--- config.mk ---
export PLATFORM = sky130hd
export DESIGN_NAME = clock_mode_ctrl_flat
export DESIGN_NICKNAME = d
export VERILOG_FILES = /design/src/rtl/clock_pkg.sv /design/src/rtl/clock_mode_ctrl_if.sv /design/src/rtl/tick_gen.sv /design/src/rtl/clock_mode_ctrl.sv /design/src/flat_wrapper.sv
export SDC_FILE = /design/constraint.sdc
export NUM_CORES = 1
export LEC_CHECK = 0
export ABC_AREA = 1
export BUFFER_PORTS_ARGS = -buffer_cell sky130_fd_sc_hd__buf_2
export CAP_MARGIN = 0
export CORE_ASPECT_RATIO = 0.6
export CORE_MARGIN = 10
export CORE_UTILIZATION = 50
export CTS_CLUSTER_SIZE = 14
export DETAILED_ROUTE_END_ITERATION = 8
export PLACE_DENSITY = 0.64
export SLEW_MARGIN = 5
export SYNTH_ARGS = -nofsm -noshare
export SYNTH_HDL_FRONTEND = slang
export SYNTH_HIERARCHICAL = 1
export SYNTH_SLANG_ARGS = --single-unit
--- constraint.sdc ---
create_clock -name clk -period 2.2 [get_ports clk]
set_input_delay 0.11 -clock clk [delete_from_list [all_inputs] [get_ports clk]]
set_output_delay 0.11 -clock clk [all_outputs]
set_load 0.03 [all_outputs]
--- src/rtl/clock_pkg.sv ---
// Shared definitions for the digital-clock blocks: mode encoding, display blank
// bit positions and small helpers used by the mode controller.
package clock_pkg;

  typedef enum logic [1:0] {
    RUN     = 2'd0,
    SET_HR  = 2'd1,
    SET_MIN = 2'd2,
    SET_SEC = 2'd3
  } mode_e;

  localparam int unsigned BLANK_HR  = 2;
  localparam int unsigned BLANK_MIN = 1;
  localparam int unsigned BLANK_SEC = 0;

  // Mode order cycled by the mode button.
  function automatic mode_e next_mode(input mode_e m);
    mode_e n;
    n = RUN;
    case (m)
      RUN:     n = SET_HR;
      SET_HR:  n = SET_MIN;
      SET_MIN: n = SET_SEC;
      SET_SEC: n = RUN;
      default: n = RUN;
    endcase
    return n;
  endfunction

  // One-hot blank position of the field adjusted in a given mode (zero in RUN).
  function automatic logic [2:0] blank_mask(input mode_e m);
    logic [2:0] b;
    b = '0;
    case (m)
      SET_HR:  b[BLANK_HR]  = 1'b1;
      SET_MIN: b[BLANK_MIN] = 1'b1;
      SET_SEC: b[BLANK_SEC] = 1'b1;
      default: b = '0;
    endcase
    return b;
  endfunction

endpackage

--- src/rtl/clock_mode_ctrl_if.sv ---
// Button/carry inputs and strobe/blank outputs between the clock controller
// and its surroundings; the controller takes the slave view.
interface clock_mode_ctrl_if;

  logic                 en;
  logic                 btn_mode;
  logic                 btn_inc;
  logic                 sec_max;
  logic                 min_max;
  clock_pkg::mode_e     mode;
  logic                 inc_sec;
  logic                 inc_min;
  logic                 inc_hr;
  logic                 clr_sec;
  logic [2:0]           blank;

  modport master (
    output en, btn_mode, btn_inc, sec_max, min_max,
    input  mode, inc_sec, inc_min, inc_hr, clr_sec, blank
  );

  modport slave (
    input  en, btn_mode, btn_inc, sec_max, min_max,
    output mode, inc_sec, inc_min, inc_hr, clr_sec, blank
  );

endinterface

--- src/rtl/tick_gen.sv ---
// Modulo-DIV cycle counter with enable and synchronous clear; o_wrap is high
// during the enabled cycle in which the count sits at DIV-1.
module tick_gen #(
  parameter int unsigned DIV = 4,
  parameter int unsigned W   = 3
) (
  input  logic clk,
  input  logic rst,
  input  logic i_en,
  input  logic i_clr,
  output logic o_wrap
);

  logic [W-1:0] r_cnt;
  logic         w_at_top;

  assign w_at_top = (r_cnt == W'(DIV - 1));
  assign o_wrap   = i_en && !i_clr && w_at_top;

  // NOTE: reset is sampled on the clock edge (synchronous), so rst sits in
  // the body, not in the sensitivity list; sequential state always uses <=.
  always_ff @(posedge clk) begin
    if (!rst) begin
      r_cnt <= '0;
    end else if (i_clr) begin
      r_cnt <= '0;
    end else if (i_en) begin
      r_cnt <= w_at_top ? '0 : r_cnt + 1'b1;
    end
  end

endmodule

--- src/rtl/clock_mode_ctrl.sv ---
// RUN/SET mode sequencer for the clock counters: 1 Hz advance with carry
// qualification, button-driven field adjust, and blink blanking of that field.
module clock_mode_ctrl
  import clock_pkg::*;
#(
  parameter int unsigned TICK_DIV  = 100000000,
  parameter int unsigned BLINK_DIV = 25000000,
  parameter int unsigned TW        = 27,
  parameter int unsigned BW        = 25
) (
  input  logic                clk,
  input  logic                rst,
  clock_mode_ctrl_if.slave    bus
);

  mode_e      r_mode;
  logic       r_inc_sec;
  logic       r_inc_min;
  logic       r_inc_hr;
  logic       r_clr_sec;
  logic       r_phase;
  logic [2:0] r_blank;

  logic w_run;
  logic w_tick;
  logic w_blink_wrap;
  logic w_inc_ok;
  logic w_blink_clr;

  assign w_run       = (r_mode == RUN);
  // A mode press in the same cycle swallows the adjust press.
  assign w_inc_ok    = bus.btn_inc && !bus.btn_mode && !w_run;
  assign w_blink_clr = w_run || bus.btn_mode || w_inc_ok;

  tick_gen #(
    .DIV (TICK_DIV),
    .W   (TW)
  ) u_prescaler (
    .clk    (clk),
    .rst    (rst),
    .i_en   (w_run && bus.en),
    .i_clr  (!w_run),
    .o_wrap (w_tick)
  );

  tick_gen #(
    .DIV (BLINK_DIV),
    .W   (BW)
  ) u_blink_div (
    .clk    (clk),
    .rst    (rst),
    .i_en   (!w_run),
    .i_clr  (w_blink_clr),
    .o_wrap (w_blink_wrap)
  );

  // Mode FSM with registered strobes. A tick coinciding with a mode press is
  // dropped so no time-advance strobe ever appears while in a SET mode.
  always_ff @(posedge clk) begin
    if (!rst) begin
      r_mode    <= RUN;
      r_inc_sec <= 1'b0;
      r_inc_min <= 1'b0;
      r_inc_hr  <= 1'b0;
      r_clr_sec <= 1'b0;
    end else begin
      r_inc_sec <= 1'b0;
      r_inc_min <= 1'b0;
      r_inc_hr  <= 1'b0;
      r_clr_sec <= 1'b0;
      if (bus.btn_mode) begin
        r_mode <= next_mode(r_mode);
      end else begin
        case (r_mode)
          RUN: begin
            if (w_tick) begin
              r_inc_sec <= 1'b1;
              r_inc_min <= bus.sec_max;
              r_inc_hr  <= bus.sec_max && bus.min_max;
            end
          end
          SET_HR:  r_inc_hr  <= bus.btn_inc;
          SET_MIN: r_inc_min <= bus.btn_inc;
          SET_SEC: r_clr_sec <= bus.btn_inc;
          default: r_mode    <= RUN;
        endcase
      end
    end
  end

  // Blink phase restarts lit on every mode change and every accepted adjust.
  always_ff @(posedge clk) begin
    if (!rst) begin
      r_phase <= 1'b0;
    end else if (w_blink_clr) begin
      r_phase <= 1'b0;
    end else if (w_blink_wrap) begin
      r_phase <= ~r_phase;
    end
  end

  always_ff @(posedge clk) begin
    if (!rst) begin
      r_blank <= '0;
    end else begin
      r_blank <= r_phase ? blank_mask(r_mode) : 3'b000;
    end
  end

  assign bus.mode    = r_mode;
  assign bus.inc_sec = r_inc_sec;
  assign bus.inc_min = r_inc_min;
  assign bus.inc_hr  = r_inc_hr;
  assign bus.clr_sec = r_clr_sec;
  assign bus.blank   = r_blank;

endmodule
--- src/flat_wrapper.sv ---
// flat-port wrapper written by rule: the top's interface ports become plain ports
module clock_mode_ctrl_flat import clock_pkg::*;
#(
  parameter int unsigned TICK_DIV  = 100000000,
  parameter int unsigned BLINK_DIV = 25000000,
  parameter int unsigned TW        = 27,
  parameter int unsigned BW        = 25
)
  (clk, rst, bus_en, bus_btn_mode, bus_btn_inc, bus_sec_max, bus_min_max, bus_mode, bus_inc_sec, bus_inc_min, bus_inc_hr, bus_clr_sec, bus_blank);
  clock_mode_ctrl_if bus_i ();
  input  logic clk;
  input  logic rst;
  input wire logic [$bits(bus_i.en)-1:0] bus_en;
  input wire logic [$bits(bus_i.btn_mode)-1:0] bus_btn_mode;
  input wire logic [$bits(bus_i.btn_inc)-1:0] bus_btn_inc;
  input wire logic [$bits(bus_i.sec_max)-1:0] bus_sec_max;
  input wire logic [$bits(bus_i.min_max)-1:0] bus_min_max;
  output wire logic [$bits(bus_i.mode)-1:0] bus_mode;
  output wire logic [$bits(bus_i.inc_sec)-1:0] bus_inc_sec;
  output wire logic [$bits(bus_i.inc_min)-1:0] bus_inc_min;
  output wire logic [$bits(bus_i.inc_hr)-1:0] bus_inc_hr;
  output wire logic [$bits(bus_i.clr_sec)-1:0] bus_clr_sec;
  output wire logic [$bits(bus_i.blank)-1:0] bus_blank;
  assign bus_i.en = bus_en;
  assign bus_i.btn_mode = bus_btn_mode;
  assign bus_i.btn_inc = bus_btn_inc;
  assign bus_i.sec_max = bus_sec_max;
  assign bus_i.min_max = bus_min_max;
  assign bus_mode = bus_i.mode;
  assign bus_inc_sec = bus_i.inc_sec;
  assign bus_inc_min = bus_i.inc_min;
  assign bus_inc_hr = bus_i.inc_hr;
  assign bus_clr_sec = bus_i.clr_sec;
  assign bus_blank = bus_i.blank;
  clock_mode_ctrl #(.TICK_DIV(TICK_DIV), .BLINK_DIV(BLINK_DIV), .TW(TW), .BW(BW)) u_core (.clk(clk), .rst(rst), .bus(bus_i));
endmodule
Word-level counts from Yosys, hierarchy flattened
Index checks and enable logic that the tools add are counted.
{"block": "op_classes", "n_addsub": 2, "n_eq_ne": 5, "n_mux": 11, "n_bitwise": 4, "n_reduce_logical": 20}
{"cell": "$add A27 B1 Y27 const B", "count": 1}
{"cell": "$eq A27 B27 Y1 const B", "count": 1}
{"cell": "$mux W27", "count": 1}
{"cell": "$add A25 B1 Y25 const B", "count": 1}
{"cell": "$eq A25 B25 Y1 const B", "count": 1}
{"cell": "$mux W25", "count": 1}
{"cell": "$logic_and A1 B1 Y1", "count": 8}
{"cell": "$pmux W2 S4", "count": 1}
{"cell": "$mux W1", "count": 6}
{"cell": "$reduce_or A3 Y1", "count": 2}
{"cell": "$eq A2 B2 Y1 const B", "count": 2}
{"cell": "$not A1 Y1", "count": 4}
{"cell": "$pmux W1 S2", "count": 2}
{"cell": "$reduce_and A2 Y1", "count": 2}
{"cell": "$reduce_or A2 Y1", "count": 2}
{"cell": "$logic_not A1 Y1", "count": 3}
{"cell": "$eq A2 B1 Y1 const B", "count": 1}
{"cell": "$logic_not A2 Y1", "count": 1}
{"cell": "$logic_or A1 B1 Y1", "count": 2}
{"block": "totals", "register_bits": 62, "input_bits": 7, "out_inout_bits": 9}

Longest topological paths before layout
Gate-level depths: netlist of the first run.
{"block": "depth", "word_depth": 7, "ltp_mapped": 13, "depth_no_buf": 13}

Modules after synthesis
The synthesis of the first run kept the hierarchy.
{"module": "tick_gen at u_core.u_prescaler", "n_inst": 1, "cells_each": 245, "area_per_inst_um2": 1599.0, "seq_area_each_um2": 540.5}
{"module": "tick_gen at u_core.u_blink_div", "n_inst": 1, "cells_each": 235, "area_per_inst_um2": 1519.0, "seq_area_each_um2": 500.5}
{"module": "clock_mode_ctrl", "n_inst": 1, "cells_each": 54, "area_per_inst_um2": 429.2, "seq_area_each_um2": 200.2}

Worst setup path before layout of the first run
OpenSTA, ideal clock, no wires.
{"block": "synth_path", "kind": "reg-to-reg", "start": "reg u_core.r_mode[1] (netlist: u_core/bus.mode[1])", "end": "reg u_core.r_inc_min (netlist: u_core/bus.inc_min)", "setup_ps": 56, "arrival_ps": 1941, "required_time_ps": 2144, "path_slack_ps": 203, "path_stages_with_launch": 14, "n_path_buf": 0, "path_cell_list": "dfxtp_1 inv_1 ha_1 nand2_1 inv_1 nand3_2 nor2_4 and2_4 nand2_1 nor2_1 nand3_1 o21ai_0 nand2_1 inv_1"}
{"block": "synth_via", "elab_chain_cells": 6, "word_cells_on_any_way": 7}
{"item": "from (decl)", "line_no": "clock_mode_ctrl.sv:16", "rtl": "mode_e r_mode;"}
{"item": "from (signal assigned)", "line_no": "clock_mode_ctrl.sv:72", "rtl": "r_mode <= next_mode(r_mode);"}
{"item": "$logic_not A2 Y1 (*)", "line_no": "clock_mode_ctrl.sv:30", "rtl": "assign w_run = (r_mode == RUN);"}
{"item": "$logic_and A1 B1 Y1", "line_no": "clock_mode_ctrl.sv:41", "rtl": ".i_en (w_run && bus.en),"}
{"item": "$logic_and A1 B1 Y1 (*) (2 in a row)", "line_no": "tick_gen.sv:18", "rtl": "assign o_wrap = i_en && !i_clr && w_at_top;"}
{"item": "net u_core.w_tick", "line_no": "clock_mode_ctrl.sv:25", "rtl": "logic w_tick;"}
{"item": "$mux W1 (*)", "line_no": "clock_mode_ctrl.sv:76", "rtl": "if (w_tick) begin"}
{"item": "$pmux W1 S2 (*)", "line_no": "clock_mode_ctrl.sv:74", "rtl": "case (r_mode)"}
{"item": "to (signal assigned)", "line_no": "clock_mode_ctrl.sv:78", "rtl": "r_inc_min <= bus.sec_max;"}
{"item": "to (signal assigned)", "line_no": "clock_mode_ctrl.sv:83", "rtl": "SET_MIN: r_inc_min <= bus.btn_inc;"}
{"item": "to (decl)", "line_no": "clock_mode_ctrl.sv:18", "rtl": "logic r_inc_min;"}
Mark *: on every way through the listed nets, which the timed path passes. The rest lies on a longest branch.
A chain may end at the register's enable or synchronous reset.

Final worst setup path of the first run
Same ends and word-level chain as after synthesis.

==> metrics.cfg, run 1 <==
[sta]
fin_skew_ns = 0.00991
rsz0062_at_grt = yes
finalHoldViolations = 0
fmax_ghz = 0.485
period_minus_slack_ns = 2.06
slew_headroom_pct = 70.8
tightest_slew_ns = 0.436
holdWs_ns = 0.0436
maxSlewViolCount = 0
fin_ws_ns = 0.140
setup_viol = 0
finalCritPeriodShare_pct = 93.7

[floorplan]
coreArea_um2 = 6790
io_pins = 16
start_util_pct = 52.2
die_x_um = 129
rows = 23
die_area_um2 = 11000
fp.dieH_um = 85.2

[clocking]
cts_tree = built
cts.sinks = 62
cts.reportedPaths.clkPinSlew_ns = 0.06
cts_setup_buffers = 0
cts_hold_buf = 0
cts_buffers = 9
htreeDepth = 3
clk_latency_ns = 0.33
cts_buffer_depth = 2
cts-root-buf = clkbuf_16

[layout]
drive_gt1_share_pct = 16.5
area_growth_pct = 13.4
nets = 574
stdcell_count = 652
finish.utilization_pct = 59.2
antennaDiodeCount = 0

[worst_setup_path]
cp_max_fo = 7
startpoint_type = register
endpoint_kind = register
cp_data_arrival_time_ns = 2.33
worstSetupPathType = reg -> reg
cp.required_ns = 2.47

[drt]
routed_wl_mm = 9.00
via_per_inst = 5.17
ant_nets = 0
drc_errors = 0
drt-pass1-iter-count = 5
drt_iter0_markers = 398
detail_route.wl_per_cell_um = 13.8
vias = 3368

[yosys]
yosysWarnings = 6
netlist_area_um2 = 3550
ys_types = 33
synthTopCellsByArea = dfxtp_1 35%, nand2_1 14%, nor2_1 11%
yosysTopAreaCellShare_pct = 35.0
synth_edf_count = 0
synth_nets = 548
synthesis.instances = 534
synth_common_cells = 131 x nand2_1, 107 x nor2_1, 63 x inv_1, 62 x dfxtp_1, 31 x nand3_1
synth_seq_cells = 62
avgSynthCellArea_um2 = 6.64
synth_top_area_cell = dfxtp_1
synth-seq-area-share_pct = 35.0
yosysMostFrequentCell = nand2_1
synthArstFlopShare_pct = 0
synthFlopType = dfxtp_1

[global_route]
grtUsageMet3_pct = 6.83
grt_use_met1_pct = 27.4
met2_usage_pct = 19.7
grt_overflow = 0
grtUsageTotal_pct = 17.4
grt_pass1_wl_mm = 15.1
grt_pass1_vias = 2955
grt_max_degree = 15
busiest_layer = met1
antenna_found_initial = 0

[pwr]
p_leak_nw = 1.47
power_w = 0.00272
powerDensity_nw_per_um2 = 676
peakVddDrop_v = 0.000520

[placed_design]
gp_congestion = 0.900
port_buffers = 15
dp_cells = 636
post-dp-hpwl_mm = 6.94
preCtsSetupSlack_ns = 0.123

[min_path]
hp-class = in -> reg

[outcome]
status = completed

[run]
maxCapViolations = 0

## power by group
group          leakage, nW  internal [W]  switching (W)
combinational        0.822     0.0000424       0.000115
sequential           0.500       0.00113     0.00000680
clock                0.152      0.000931       0.000492
## layer usage
| layer | wire length [um] | part of all wire (%) |
|---|---|---|
| met1 | 4940 | 55 |
| met2 | 3020 | 34 |
| met4 | 86 | 0.96 |
| met3 | 956 | 11 |
| met5 | 0 | 0 |
## cell families (layout without fill, tap and decap cells)
| logic type | count (synthesis) | count (layout) | synth area share (%) |
|---|---|---|---|
| compound gates | 26 | 26 | 3.99 |
| xor+xnor | 11 | 11 | 2.72 |
| fa+ha+maj | 7 | 7 | 2.47 |
| buf+inv | 75 | 106 | 8.82 |
| flops | 62 | 62 | 35.0 |
| simple gates | 353 | 353 | 47.0 |
## worst max-delay path, cell delays in order (launching register included)
cell	delay (ns)
dfxtp_1	0.34
inv_1	0.15
ha_1	0.26
nand2_1	0.09
inv_2	0.13
nand3_2	0.11
nor2_4	0.10
and2_4	0.16
nand2_1	0.10
nor2_1	0.23
nand3_1	0.10
o21ai_0	0.08
nand2_1	0.08
inv_1	0.06
## placed cells by master (no fill, tap or decap), types with 9 or more instances in the layout
master	instances
a21oi_1	15
buf_2	15
clkbuf_16	9
dfxtp_1	62
inv_1	62
nand2_1	131
nand2_2	10
nand3_1	31
nand4_1	10
nor2_1	107
nor2_2	16
nor2_4	10
nor3_1	21
## per-stage QoR
step	cell area, um^2	TNS (ns)
finish	4020	0
global route	4020	-0.00831
CTS	4020	0
detailed placement	3720	0
global placement	3720	0
floorplan	3550	0
## worst paths after layout
check / startpoint / to / slack [ns] / depth (start not counted)
max: u_core/bus.mode[1] / u_core/bus.inc_min / 0.14 / 13
min: bus_btn_inc / u_core/bus.inc_hr / 0.04 / 3
max reg2reg: u_core/bus.mode[1] / u_core/bus.inc_min / 0.14 / 13
min reg2reg: u_core/u_prescaler/r_cnt[1] / u_core/u_prescaler/r_cnt[1] / 0.49 / 2
## cell type report
type,instances,area [um^2]
clock buffers,12,256
clock inverters,4,45.0
fillers,654,2770
inverters,71,273
multi-input cells,397,1990
flip-flops and latches,62,1240
well taps,87,109
repair buffers,19,105
## what timing repair did
item,in CTS,in global routing
hold endpoints to repair,0,0
endpoints found under the setup margin,0,9
gates resized for setup,0,2
## registers in the layout, indices dropped and copies added, names as in the netlist
name,flops
u_core/u_prescaler/r_cnt,27
u_core/bus.blank,3
u_core/u_blink_div/r_cnt,25
u_core/r_phase,1
u_core/bus.clr_sec,1
u_core/bus.inc_min,1
u_core/bus.mode,2
u_core/bus.inc_hr,1
u_core/bus.inc_sec,1
No activity file was read; power rests on OpenSTA's default activity.
==> inputs of run 2 (changes only) <==
--- a/config.mk
+++ b/config.mk
@@ -13,6 +13,7 @@
 export CORE_UTILIZATION = 50
 export CTS_CLUSTER_SIZE = 14
 export DETAILED_ROUTE_END_ITERATION = 8
+export MAX_ROUTING_LAYER = met4
 export PLACE_DENSITY = 0.64
 export SLEW_MARGIN = 5
 export SYNTH_ARGS = -nofsm -noshare
==> run 2 against run 1 <==
Die area is the same. Sequential share of layout area grew 0.13 points. Highest routed layer unchanged. Critical endpoint is now u_core/r_phase. Cell area shrank 0.44%. Critical path depth shrank 1. Worst hold slack lost 0.0073 ns. Count of clock-buffer cells in the layout grew 1. Via count shrank 0.36%. Clock skew shrank 0.0030 ns.
==> metrics.cfg, run 2 (synthesis results as in run 1) <==
[outcome]
status = completed

[sta]
timing.setup.tns_ns = 0  ; unchanged
rsz0062_at_grt = no
tightest_slew_ns = 0.391  ; -0.0457 ns
finalCritPeriodShare_pct = 92.0  ; -1.7 points
fin_skew_ns = 0.00692  ; -0.00299 ns
fmax_ghz = 0.494  ; +1.8%
period_minus_slack_ns = 2.02  ; -0.0368 ns
slew_headroom_pct = 73.9  ; +3.1 points
maxSlewViolCount = 0  ; unchanged
setup_viol = 0  ; unchanged
finalHoldViolations = 0  ; unchanged

[worst_setup_path]
cp_max_fo = 14  ; +7
slowest_stage = dfxtp_1
critPathMaxStageDelay_ns = 0.40  ; +0.06 ns
endpoint_kind = register
cp.required_ns = 2.41  ; -0.06 ns
startpoint_type = register
timing.rr.start = u_core/bus.mode[0]
crit_start = u_core/bus.mode[0]
worstSetupPathType = reg -> reg
reg2regPathDepth = 12  ; -1
crit_chain = inv_1 -> ha_1 -> inv_2 -> inv_6 -> nor2_1 -> nand3_1 -> nor2_1 -> nand2_1 -> nor2_1 -> nand2_1 -> nand2_1 -> nor3_1
r2r_slack_ns = 0.18  ; +0.04 ns
rr_endpoint = u_core/r_phase
cp_data_arrival_time_ns = 2.24  ; -0.09 ns

[clocking]
htreeDepth = 3  ; unchanged
cts.reportedPaths.clkPinSlew_ns = 0.05  ; about the same
cts_buffers = 9  ; unchanged
clk_latency_ns = 0.33  ; about the same
cts_tree = built
cts_buffer_depth = 2  ; unchanged
cts-root-buf = clkbuf_16
cts_hold_buf = 0  ; unchanged
cts.sinks = 62  ; unchanged

[floorplan]
die_area_um2 = 11000  ; unchanged
fp.dieH_um = 85.2  ; unchanged
start_util_pct = 52.2  ; unchanged
die_x_um = 129  ; unchanged
rows = 23  ; unchanged
coreArea_um2 = 6790  ; unchanged
io_pins = 16  ; unchanged

[drt]
drt-pass1-iter-count = 5  ; unchanged
via_per_inst = 5.16  ; -0.20%
detail_route.wl_per_cell_um = 13.6  ; -1.4%
drc_errors = 0  ; unchanged
vias = 3356  ; -0.36%
drt_iter0_markers = 311  ; -22%
ant_nets = 0  ; unchanged
routed_wl_mm = 8.87  ; -1.5%

[pwr]
powerDensity_nw_per_um2 = 651  ; -3.7%
p_int_w = 0.00201  ; -4.3%
comb_power_share_pct = 6.1  ; +0.3 points
p_switching_w = 0.000593  ; -3.4%
p_seq_share_pct = 43.7  ; +1.8 points
clockPowerShare_pct = 50.2  ; -2.1 points
p_leak_nw = 1.46  ; -0.65%
swShare_pct = 22.8  ; +0.17 points
peakVddDrop_v = 0.000415  ; -20%

[placed_design]
port_buffers = 15  ; unchanged
gp_congestion = 0.910  ; +1.1%
post-dp-hpwl_mm = 6.90  ; -0.57%

[layout]
regMostFlops = u_core/u_prescaler/r_cnt
largest_reg_flops = 27  ; unchanged
finish.utilization_pct = 59.0  ; -0.26 points
nets = 575  ; +0.17%
layout_commonest_cell = nand2_1
drive_gt1_share_pct = 16.5  ; +0.029 points
area_growth_pct = 12.9
antennaDiodeCount = 0  ; unchanged
final_cell_mix = 131 x nand2_1, 106 x nor2_1, 62 x inv_1, 62 x dfxtp_1, 31 x nand3_1

[global_route]
grt_pass1_wl_mm = 14.9  ; -1.6%
grt_overflow = 0  ; unchanged
grt_pass1_vias = 2921  ; -1.2%
antenna_found_initial = 0  ; unchanged
grtUsageTotal_pct = 17.5  ; +0.059 points
grt_max_degree = 15  ; unchanged

[min_path]
holdPathStages = 3  ; unchanged
worstHoldStart = bus_btn_inc
holdPathEnd = u_core/bus.inc_hr
hp-class = in -> reg

[run]
maxCapViolations = 0  ; unchanged

run 2: cell count changes in the layout (fill, tap and decap cells not counted), sizes merged:
cell    change
buf         +1
inv         +1
bufinv      -1
clkbuf      +1
clkinv      -3
run 2: power groups by stage:
stage | logic, W | registers (W) | clock network [W]
floorplan | 0.000106 | 0.00117 | 0
global placement | 0.000154 | 0.00116 | 0
detailed placement | 0.000155 | 0.00116 | 0
CTS | 0.000156 | 0.00114 | 0.00134
global route | 0.000176 | 0.00114 | 0.00139
finish | 0.000158 | 0.00114 | 0.00131
run 2: worst max path at each step:
stage | slack, ns | cells after the start | end
finish | 0.18 | 12 | u_core/r_phase
global route | 0.02 | 11 | u_core/r_phase
CTS | 0.18 | 13 | u_core/bus.inc_min
detailed placement | 0.20 | 13 | u_core/bus.inc_min
global placement | 0.30 | 13 | u_core/bus.inc_min
floorplan | 0.20 | 13 | u_core/bus.inc_min
run 2: final cells by class:
class	count	area, um^2
Multi-Input combinational cell	397	2000
Clock inverter	1	5.00
Tap cell	87	109
Fill cell	629	2790
Timing Repair Buffer	20	113
Clock buffer	13	270
Inverter	71	272
Sequential cell	62	1240
run 2: critical path, delay by kind of cell (launching register included):
| family | cells | cell delay [ns] |
|---|---|---|
| simple gates | 8 | 0.75 |
| fa+ha+maj | 1 | 0.25 |
| flops | 1 | 0.40 |
| buf+inv | 3 | 0.49 |
run 2: per-stage QoR:
stage	hold slack (ns)	power (W)	cell area [um^2]	cells	setup slack, ns
finish	0.0363	0.00261	4010	651	0.176
global route	0.0552	0.00270	4010	651	0.0177
CTS	0.0320	0.00263	4000	651	0.184
detailed placement	0.378	0.00132	3730	637	0.201
global placement	0.374	0.00131	3730	637	0.305
floorplan	0.241	0.00127	3550	534	0.203
run 2: metal layers:
layer | wire length [um] | vias up | part of all wire [%] | track usage (%)
li1 | - | 1722 | - | -
met1 | 5050 | 1495 | 57 | 27.3
met2 | 2850 | 133 | 32 | 19.2
met3 | 908 | 6 | 10 | 6.21
met4 | 58 | 0 | 0.65 | 4.32
met5 | 0 | - | 0 | -
run 2: what timing repair did:
item | 4_1_cts | 5_1_grt
setup endpoints to repair | 0 | 2
resized for setup | 0 | 2
setup buffers | 0 | 0
